===== src/rtl/fib_pkg.sv =====
// Shared constants, state encoding and the Fibonacci term table for the
// Zeckendorf decoder.
package fib_pkg;

    localparam int WIDTH  = 8;
    localparam int NTERMS = 12;

    localparam logic [7:0] FIB_TOP  = 8'd233;
    localparam logic [7:0] FIB_NEXT = 8'd144;

    typedef enum logic [1:0] {
        IDLE = 2'd0,
        RUN  = 2'd1,
        DONE = 2'd2
    } state_t;

    // Value of the term represented by code bit idx (bit0 = 1 ... bit11 = 233).
    function automatic logic [7:0] fib_term(input int idx);
        case (idx)
            0:       return 8'd1;
            1:       return 8'd2;
            2:       return 8'd3;
            3:       return 8'd5;
            4:       return 8'd8;
            5:       return 8'd13;
            6:       return 8'd21;
            7:       return 8'd34;
            8:       return 8'd55;
            9:       return 8'd89;
            10:      return 8'd144;
            11:      return 8'd233;
            default: return 8'd0;
        endcase
    endfunction

endpackage


===== src/rtl/zeck_step.sv =====
// One greedy decomposition step: take the current term if it fits, then walk
// the Fibonacci pair one position down by subtraction.
module zeck_step (
    input  logic [7:0] rem,
    input  logic [7:0] cur,
    input  logic [7:0] prev,
    output logic       take,
    output logic [7:0] rem_next,
    output logic [7:0] cur_next,
    output logic [7:0] prev_next
);

    assign take     = (rem >= cur);
    assign rem_next = take ? (rem - cur) : rem;
    assign cur_next = prev;
    // The last step's prev is never consumed; saturate it so it cannot wrap.
    assign prev_next = (cur >= prev) ? (cur - prev) : 8'd0;

endmodule


===== src/rtl/fib_zeckendorf_decoder.sv =====
// Sequential Zeckendorf decoder: splits an 8-bit value into non-consecutive
// Fibonacci terms over 12 RUN cycles, with valid/ready on both sides.
module fib_zeckendorf_decoder
    import fib_pkg::*;
#(
    parameter int WIDTH = fib_pkg::WIDTH
) (
    input  logic              clk,
    input  logic              rst_n,
    input  logic              in_valid,
    output logic              in_ready,
    input  logic [WIDTH-1:0]  in_value,
    output logic              out_valid,
    input  logic              out_ready,
    output logic [NTERMS-1:0] out_code,
    output logic [3:0]        out_nterms,
    output logic              out_is_fib
);

    if (WIDTH != 8) begin : g_width_check
        $error("fib_zeckendorf_decoder supports WIDTH=8 only");
    end

    state_t     state;
    logic [7:0] rem;
    logic [7:0] cur;
    logic [7:0] prev;
    logic [3:0] idx;

    logic       take;
    logic [7:0] rem_next;
    logic [7:0] cur_next;
    logic [7:0] prev_next;
    logic [3:0] nterms_next;

    zeck_step u_step (
        .rem       (rem),
        .cur       (cur),
        .prev      (prev),
        .take      (take),
        .rem_next  (rem_next),
        .cur_next  (cur_next),
        .prev_next (prev_next)
    );

    assign nterms_next = out_nterms + {3'd0, take};

    always_ff @(posedge clk) begin
        if (!rst_n) begin
            state      <= IDLE;
            rem        <= '0;
            cur        <= '0;
            prev       <= '0;
            idx        <= '0;
            in_ready   <= 1'b1;
            out_valid  <= 1'b0;
            out_code   <= '0;
            out_nterms <= '0;
            out_is_fib <= 1'b0;
        end else begin
            case (state)
                IDLE: begin
                    if (in_valid && in_ready) begin
                        rem        <= in_value;
                        cur        <= FIB_TOP;
                        prev       <= FIB_NEXT;
                        idx        <= 4'(NTERMS - 1);
                        out_code   <= '0;
                        out_nterms <= '0;
                        out_is_fib <= 1'b0;
                        in_ready   <= 1'b0;
                        state      <= RUN;
                    end
                end
                RUN: begin
                    rem  <= rem_next;
                    cur  <= cur_next;
                    prev <= prev_next;
                    idx  <= idx - 4'd1;
                    if (take) begin
                        out_code[idx] <= 1'b1;
                        out_nterms    <= nterms_next;
                    end
                    if (idx == 4'd0) begin
                        // Greedy over the full term set always consumes the value.
                        assert (rem_next == 8'd0);
                        out_is_fib <= (nterms_next == 4'd1);
                        out_valid  <= 1'b1;
                        state      <= DONE;
                    end
                end
                DONE: begin
                    if (out_ready) begin
                        out_valid <= 1'b0;
                        in_ready  <= 1'b1;
                        state     <= IDLE;
                    end
                end
                default: begin
                    state    <= IDLE;
                    in_ready <= 1'b1;
                end
            endcase
        end
    end

endmodule


===== config.mk =====
export PLATFORM = sky130hd
export DESIGN_NAME = fib_zeckendorf_decoder
export DESIGN_NICKNAME = d
export VERILOG_FILES = /design/src/rtl/fib_pkg.sv /design/src/rtl/zeck_step.sv /design/src/rtl/fib_zeckendorf_decoder.sv
export SDC_FILE = /design/constraint.sdc
export NUM_CORES = 1
export LEC_CHECK = 0
export ABC_AREA = 1
export CORE_MARGIN = 1
export CORE_UTILIZATION = 30
export DETAILED_ROUTE_END_ITERATION = 7
export PLACE_DENSITY_LB_ADDON = 0.1
export SETUP_SLACK_MARGIN = 0.05
export SYNTH_ARGS = -nofsm -noshare
export SYNTH_HDL_FRONTEND = slang
export SYNTH_SLANG_ARGS = --single-unit

===== constraint.sdc =====
create_clock -name clk -period 2.05 [get_ports clk]
set_input_delay 0.615 -clock clk [delete_from_list [all_inputs] [get_ports clk]]
set_output_delay 0.615 -clock clk [all_outputs]
set_load 0.01 [all_outputs]

; After elaboration in Yosys (flattened, before gate mapping)
; Index checks and enable logic that the tools add are counted.
[word_totals]
regBits = 49
in_bits = 12
out_inout_bits = 19
[classes]
add_sub_neg = 4
magnitude_cmp = 4
eq_ne = 7
n_mux = 30
bitwise_logic = 2
n_reduce_logical = 12
[op_table]
columns = op, n
row1 = one-hot mux 8 bit (2 select lines), 3
row2 = two-way mux 8 bit, 5
row3 = two-way mux 12 bit, 2
row4 = one-hot mux 12 bit (2 select lines), 1
row5 = >= comparator 8 bit, 2
row6 = one-hot mux 4 bit (2 select lines), 2
row7 = subtractor 8 bit, 2
row8 = AND reduction 3 bit, 5
row9 = two-way mux 4 bit, 3
row10 = OR 12 bit, 1
row11 = != test 2 bit (second input constant), 4
row12 = two-way mux 1 bit, 6
row13 = two-way mux 2 bit, 3
row14 = one-hot mux 2 bit (3 select lines), 1
row15 = less-than comparator 4 x 5 -> 1 bit (second input constant), 1
row16 = adder 4 x 1 -> 4 bit, 1
row17 = demux 1 bit (select 4 bit), 1
row18 = equality test 4 x 1 -> 1 bit (second input constant), 1
row19 = >= comparator 4 x 1 -> 1 bit (second input constant), 1
row20 = logical NOT 4 bit, 1
row21 = one-hot mux 1 bit (2 select lines), 2
row22 = nonzero test 2 bit, 2
row23 = subtractor 4 x 1 -> 4 bit (second input constant), 1
row24 = one-hot mux 1 bit (3 select lines), 1
row25 = other kinds (6), 7

; Depth between registers and ports, before layout
; Gate-level depths: netlist of the first run.
[logic_depth]
ltp_word = 7
mapped_depth = 14
mapped_depth_nobuf = 14

; Hierarchy
; From an unflattened synthesis of the first run, not the netlist that was laid out.
[hier_totals]
hier_cells = 484
hier_area_um2 = 3195.6
[modules_own_cells]
columns = module, instances, cells_each, area_each_um2, seq_area_each_um2
row1 = fib_zeckendorf_decoder, 1, 282, 2105.8, 980.9
row2 = zeck_step, 1, 202, 1089.8, 0.0

; Least setup slack after synthesis of the first run
; OpenSTA, ideal clock, no wires.
[synth_path]
kind = register -> register
start = register rem[0]
end = register out_is_fib
setup_time_ps = 119
t_arrival_ps = 2018
setup_slack_ps = -87
path_stages_with_launch = 15
synth_period_minus_slack_ps = 2137
cell_sequence = dfxtp_1 -> inv_1 -> ha_1 -> fa_1 -> inv_1 -> nand2_1 -> nand2_1 -> nand3_2 -> nand3_4 -> ha_1 -> ha_1 -> xor2_1 -> nor2_1 -> nand4_1 -> a21oi_1
[synth_between]
elab_chain_cells = 5
[synth_rtl]
columns = item, line
row1 = start: declaration, fib_zeckendorf_decoder.sv:25  ; logic [7:0] rem;
row2 = start signal: assignment, fib_zeckendorf_decoder.sv:64  ; rem <= in_value;
row3 = start signal: assignment, fib_zeckendorf_decoder.sv:76  ; rem <= rem_next;
row4 = >= comparator 8 bit, zeck_step.sv:13  ; assign take = (rem >= cur);
row5 = adder 4 x 1 -> 4 bit, fib_zeckendorf_decoder.sv:46  ; assign nterms_next = out_nterms + {3'd0, take};
row6 = equality test 4 x 1 -> 1 bit, fib_zeckendorf_decoder.sv:87  ; out_is_fib <= (nterms_next == 4'd1);
row7 = two-way mux 1 bit, fib_zeckendorf_decoder.sv:84  ; if (idx == 4'd0) begin
row8 = one-hot mux 1 bit (2 select lines), fib_zeckendorf_decoder.sv:61  ; case (state)
row9 = end signal: assignment, fib_zeckendorf_decoder.sv:87
row10 = end: declaration, fib_zeckendorf_decoder.sv:17  ; output logic out_is_fib
; No other way between the ends. The select of a mux whose other input is x is not followed.
; A chain may end at the register's enable or synchronous reset.

; Final worst setup path of the first run
; Same ends and word-level chain as after synthesis.

==> results of run 1 <==
==> area by class of cell <==
type	instances	area, sq um	share of cell area (%)
Clock buffer	6	82.6	2.09
Clock inverter	2	37.5	0.950
Inverter	87	327	8.27
Multi-Input combinational cell	298	1830	46.4
Sequential cell	49	988	25.0
Tap cell	133	166	4.21
Timing Repair Buffer	57	515	13.1
==> metrics by stage <==
| step | hold slack (ns) | power, mW | setup WS (ns) | cell area (sq um) |
|---|---|---|---|---|
| 3_3_place_gp | 0.442 | 3.73 | 0.00454 | 3670 |
| 5_1_grt | 0.476 | 5.16 | -0.107 | 3950 |
| 4_1_cts | 0.458 | 4.56 | 0.00726 | 3830 |
| 2_1_floorplan | 0.445 | 3.03 | 0.0428 | 3080 |
| 3_5_place_dp | 0.442 | 3.75 | -0.0411 | 3670 |
| 6_report | 0.455 | 4.69 | 0.0470 | 3950 |
==> layout by cell type, fill, tap and decap left out, types with 2 or more instances in the layout <==
cell type,n
buf_4,26
ha_4,6
nand2_2,14
clkdlybuf4s50_1,30
a21oi_1,26
nand3b_1,2
nand3_4,2
nand4_1,6
o221ai_1,5
o211ai_1,2
a21oi_4,2
dfxtp_1,43
a211oi_1,2
xor2_1,5
inv_2,5
nor2_4,2
ha_1,17
a21oi_2,9
inv_1,82
nand2_8,3
o21ai_0,7
fa_2,2
nor2_1,46
nand3_1,22
dfxtp_2,6
clkbuf_8,6
nand2_1,108
==> where the power goes <==
group / switching (mW) / leakage (nW) / internal, mW
logic: 1.60 / 1.29 / 1.11
clock network: 0.346 / 0.0574 / 0.397
registers: 0.120 / 0.402 / 1.12
total: 2.07 / 1.75 / 2.62
==> flip-flops by register name (all words and copies together) (netlist names) <==
register and flops:
out_is_fib 1, cur 8, state 2, prev 8, rem 8, out_nterms 4
idx 4, out_code 12, in_ready 1, out_valid 1
==> layer usage <==
metal	GRT usage, %	up-vias	part of all wire, %
met5	0	-	0
met4	2.93	0	0.42
met1	21.3	1245	51
met3	2.24	2	3.2
met2	23.8	33	45
li1	-	1492	-
==> cells by family after synthesis <==
group / share of synthesized area [%]
AND/OR/NAND/NOR: 30.0
buffers and inverters: 13.1
AO/OA/AOI/OAI: 12.2
flip-flops: 32.2
adder cells (fa/ha/maj): 10.8
XOR/XNOR: 1.73
==> repair_timing <==
item                       4_1_cts  5_1_grt
pin swaps                        4        7
setup endpoints to repair        7       25
gates resized for setup          9       16
gates cloned                     0        1
setup buffers                    0        2
==> worst register-to-register path, stage by stage (launching register included) <==
cell,delay (ns)
dfxtp_2,0.34
inv_2,0.04
ha_4,0.15
fa_2,0.33
inv_2,0.07
nand2_2,0.05
nand2_2,0.08
nand3_4,0.08
nand3_4,0.10
ha_4,0.15
ha_4,0.13
xor2_2,0.15
nor2_1,0.06
nand4_1,0.10
a21oi_1,0.07
==> final timing paths <==
check                      startpoint                        to
min          out_code[0]$_SDFFE_PN0P_  out_code[0]$_SDFFE_PN0P_
max               rem[0]$_SDFFE_PN0P_   out_is_fib$_SDFFE_PN0P_
min reg2reg  out_code[0]$_SDFFE_PN0P_  out_code[0]$_SDFFE_PN0P_
max reg2reg       rem[0]$_SDFFE_PN0P_   out_is_fib$_SDFFE_PN0P_
==> results.json, run 1 <==
{
  "row_count": 36,
  "slowest_delay_ns": 0.34,
  "drv_cap": 0,
  "yosys_warnings": 0,
  "first_pass_iters": 4,
  "dp_hpwl_mm": 5.62,
  "avgRoutedWirePerCell_um": 11.8,
  "crit_cells": 14,
  "synth_ff_type": "dfxtp_1",
  "critPathMaxFanout": 2,
  "synth_area_leaders": "dfxtp_1, nand2_1, inv_1",
  "drc": 0,
  "grt_max_degree": 23,
  "antenna_found_initial": 0,
  "crit_type": "flip-flop to flip-flop",
  "routed_wl_mm": 7.43,
  "synthArstFlopShare_pct": 0,
  "port_buffers": 30,
  "synth_edf_count": 0,
  "fin_crit_sh_pct": 97.7,
  "grt_setup_unrepaired": "yes",
  "ir_drop_uv": 417,
  "required_ns": 2.25,
  "gp_congestion": 0.787,
  "syn-instance-count": 445,
  "setup_viol": 0,
  "hp-class": "flip-flop to flip-flop",
  "fmax_ghz": 0.499,
  "startpoint_type": "flip-flop",
  "crit_top_cell": "ha_4",
  "critPathBufInv": 2,
  "cp_slowest_cell": "dfxtp_2",
  "ff2ff_path_depth": 14,
  "syn-cell-area_sq_um": 3050,
  "clock_path_buffers": 2,
  "ff2ff_setup_slack_ns": 0.05,
  "clock_latency_ns": 0.30,
  "clock-root-buffer": "clkbuf_8",
  "cp.arrival_ns": 2.21,
  "viasPerCell": 4.39,
  "layout-drive-gt1-share_pct": 18.0,
  "synth_top_area_share_pct": 32.2,
  "cp-end-kind": "flip-flop",
  "postRouteAntennaNets": 0,
  "grt_pass1_vias": 2516,
  "ios": 31,
  "synth.distinct_cells": 34,
  "crit_chain": "inv_2 > ha_4 > fa_2 > inv_2 > nand2_2 > nand2_2 > nand3_4 > nand3_4 > ha_4 > ha_4 > xor2_2 > nor2_1 > nand4_1 > a21oi_1",
  "drt-initial-drc-count": 112,
  "vias": 2772,
  "hold_path_depth": 2,
  "fin_tns_setup_ns": 0,
  "cts_sinks": 49,
  "ys_seq_area_share_pct": 32.2,
  "avgSynthCellArea_sq_um": 6.84,
  "core_sq_um": 9820,
  "dieArea_sq_um": 10600,
  "dp_cells": 621,
  "cts_made_buffers": 5,
  "tightestPinTransition_ns": 0.354,
  "track_usage_pct": 14.9,
  "post-route-min-period_ns": 2.00,
  "antenna_cells": 0,
  "yosysMostFrequentCell": "nand2_1",
  "start_util_pct": 31.0,
  "skew_ns": 0.00619,
  "num-nets-final": 535,
  "hold_violations": 0,
  "cts_hold_buf": 0,
  "drv_slew": 0,
  "p_per_area_nw_per_um2": 1190,
  "clk_pin_slew_worst_paths_ns": 0.10,
  "synthesis.nets": 482,
  "fin_util_pct": 40.2,
  "synth_largest_area_cell": "dfxtp_1",
  "status": "complete, no violations",
  "grt_first_pass_wirelength_mm": 12.4,
  "nFillCells": 1113,
  "ys_top_cells_by_count": "nand2_1, inv_1, dfxtp_1",
  "overflow": 0,
  "syn_to_final_growth_pct": 29.7,
  "slew_headroom_pct": 76.4,
  "crit_family": "adder cells",
  "fin_cells": 632,
  "tritoncts": "yes",
  "leakage_nw": 1.75,
  "ys_ff_latch": 49,
  "die_w_um": 103,
  "die_h_um": 103,
  "h-tree-depth": 2
}
(Power assumes the default switching activity.)
==> inputs of run 2 (changes only) <==
REMOVE_ABC_BUFFERS = 1   (was not set)
==> run 2 against run 1 <==
Combinational power is 7% higher. Fmax is 1.0% higher. Non-clock buffer count is 11 higher. Sequential share of layout area is 0.54 points lower. Critical path depth is 2 lower. Sequential cell count stayed put. Wire length is 0.38% lower. Via count is 0.32% higher. Die area stayed put. Largest power group unchanged. Critical path type unchanged. Largest cell class unchanged.
==> results.json, run 2 (synthesis gave the netlist of run 1 again) <==
{
  "status": "complete, no violations",
  "fin_util_pct": 41.2,
  "drv_slew": 0,
  "first_pass_iters": 4,
  "skew_ns": 0.0123,
  "tritoncts": "yes",
  "cts_hold_buf": 0,
  "layout_commonest_cell": "nand2_1",
  "cp-end-kind": "flip-flop",
  "antenna_cells": 0,
  "antenna_found_initial": 0,
  "num-nets-final": 545,
  "grt_max_degree": 17,
  "rr_endpoint": "out_is_fib$_SDFFE_PN0P_",
  "grt_pass1_vias": 2690,
  "post-route-min-period_ns": 1.98,
  "hold_violations": 0,
  "clock_path_buffers": 2,
  "hp-class": "flip-flop to flip-flop",
  "setup_viol": 0,
  "drt-initial-drc-count": 94,
  "required_ns": 2.29,
  "row_count": 36,
  "drc": 0,
  "pwr-share-clk_pct": 14.5,
  "clock_latency_ns": 0.31,
  "cp.arrival_ns": 2.22,
  "ir_drop_uv": 408,
  "fin_crit_sh_pct": 96.7,
  "ff2ff_path_depth": 12,
  "power_frac_comb_pct": 59.9,
  "track_usage_pct": 15.3,
  "clk_pin_slew_worst_paths_ns": 0.09,
  "fmax_ghz": 0.504,
  "layout-drive-gt1-share_pct": 20.4,
  "grt_first_pass_wirelength_mm": 12.5,
  "syn_to_final_growth_pct": 32.9,
  "p_int_mw": 2.76,
  "slew_headroom_pct": 81.3,
  "routed_wl_mm": 7.40,
  "viasPerCell": 4.33,
  "cp-endpoint": "out_is_fib$_SDFFE_PN0P_",
  "cts_sinks": 49,
  "design_area_sq_um": 4050,
  "swShare_pct": 43.0,
  "p_per_area_nw_per_um2": 1200,
  "crit_start": "cur[6]$_SDFFE_PN0P_",
  "gp_congestion": 0.790,
  "avgRoutedWirePerCell_um": 11.5,
  "dieArea_sq_um": 10600,
  "cts_made_buffers": 5,
  "critPathMaxFanout": 2,
  "die_w_um": 103,
  "crit_type": "flip-flop to flip-flop",
  "clock-root-buffer": "clkbuf_8",
  "grt_setup_unrepaired": "yes",
  "die_h_um": 103,
  "overflow": 0,
  "ios": 31,
  "dp_hpwl_mm": 5.55,
  "startpoint_type": "flip-flop",
  "vias": 2781,
  "largest_reg_flops": 12,
  "dpl_cell_area_sq_um": 3680,
  "nFillCells": 1090,
  "most-common-layout-cells": "nand2_1, inv_1, nor2_1",
  "p_seq_share_pct": 25.6,
  "r2r-start": "cur[6]$_SDFFE_PN0P_",
  "port_buffers": 30,
  "core_sq_um": 9820,
  "drv_cap": 0,
  "start_util_pct": 31.0,
  "leakage_nw": 1.82,
  "tightestPinTransition_ns": 0.279,
  "postRouteAntennaNets": 0,
  "regMostFlops": "out_code",
  "ff2ff_setup_slack_ns": 0.07,
  "h-tree-depth": 2,
  "switchingPower_mw": 2.09
}
==> run 2: changes by cell type in the layout (fill, tap and decap cells not counted), sizes merged <==
cell      delta
buf         +11
clkinvlp     -1
clkinv       +1
nand2        -1
==> run 2: repair_timing <==
item	4_1_cts	5_1_grt
gates resized for setup	19	23
setup buffers	5	3
pin swaps	11	14
endpoints found under the setup margin	18	31
==> run 2: worst max-delay path, cell delays in order (launching register included) <==
cell and delay (ns):
dfxtp_2 0.34, inv_1 0.05, ha_1 0.29, nand2_2 0.08
inv_1 0.05, a21oi_2 0.21, nand3_4 0.11, ha_4 0.19
ha_4 0.16, xor2_2 0.14, nor2_1 0.10, nand4_1 0.09
a21oi_1 0.13
==> run 2: through the flow <==
step	hold WS [ns]	setup slack [ns]	setup TNS, ns	std cells	power (mW)
6_report	0.450	0.0672	0	642	4.85
5_1_grt	0.479	-0.0762	-0.192	642	5.36
4_1_cts	0.455	-0.0179	-0.0257	639	4.63
3_5_place_dp	0.441	-0.142	-1.88	626	3.71
3_3_place_gp	0.440	-0.0929	-0.999	626	3.68
2_1_floorplan	0.445	-0.0915	-0.243	433	2.90
==> run 2: worst min path at each step <==
stage               cells past startpoint                 startpoint                   endpoint  slack [ns]
global placement                        2  out_code[10]$_SDFFE_PN0P_  out_code[10]$_SDFFE_PN0P_        0.44
detailed placement                      2  out_code[10]$_SDFFE_PN0P_  out_code[10]$_SDFFE_PN0P_        0.44
finish                                  2   out_code[9]$_SDFFE_PN0P_   out_code[9]$_SDFFE_PN0P_        0.45
CTS                                     2   out_code[9]$_SDFFE_PN0P_   out_code[9]$_SDFFE_PN0P_        0.45
floorplan                               2       prev[4]$_SDFFE_PN0P_        cur[4]$_SDFFE_PN0P_        0.45
global route                            2  out_code[10]$_SDFFE_PN0P_  out_code[10]$_SDFFE_PN0P_        0.48
==> run 2: final cells by class <==
type	instances	area, sq um	area share, %
clock inverter	2	38.8	0.958
sequential	49	991	24.5
inverter	87	327	8.07
multi-input combinational	297	1850	45.7
clock buffer	6	72.6	1.79
tap	133	166	4.11
timing repair buffer	68	602	14.9
==> run 2: power groups by stage <==
stage	Combinational (mW)	Sequential (mW)	Clock, mW
after floorplan	1.67	1.23	0
after global placement	2.45	1.23	0
after detailed placement	2.47	1.24	0
after CTS	2.66	1.23	0.733
after global routing	3.32	1.26	0.775
final	2.90	1.24	0.704
==> run 2: metal layers <==
metal	track usage [%]	vias up	wire length, um
met1	19.5	1238	3550
met4	3.90	0	63
li1	-	1506	-
met3	2.51	5	161
met2	26.6	32	3630
met5	0	-	0
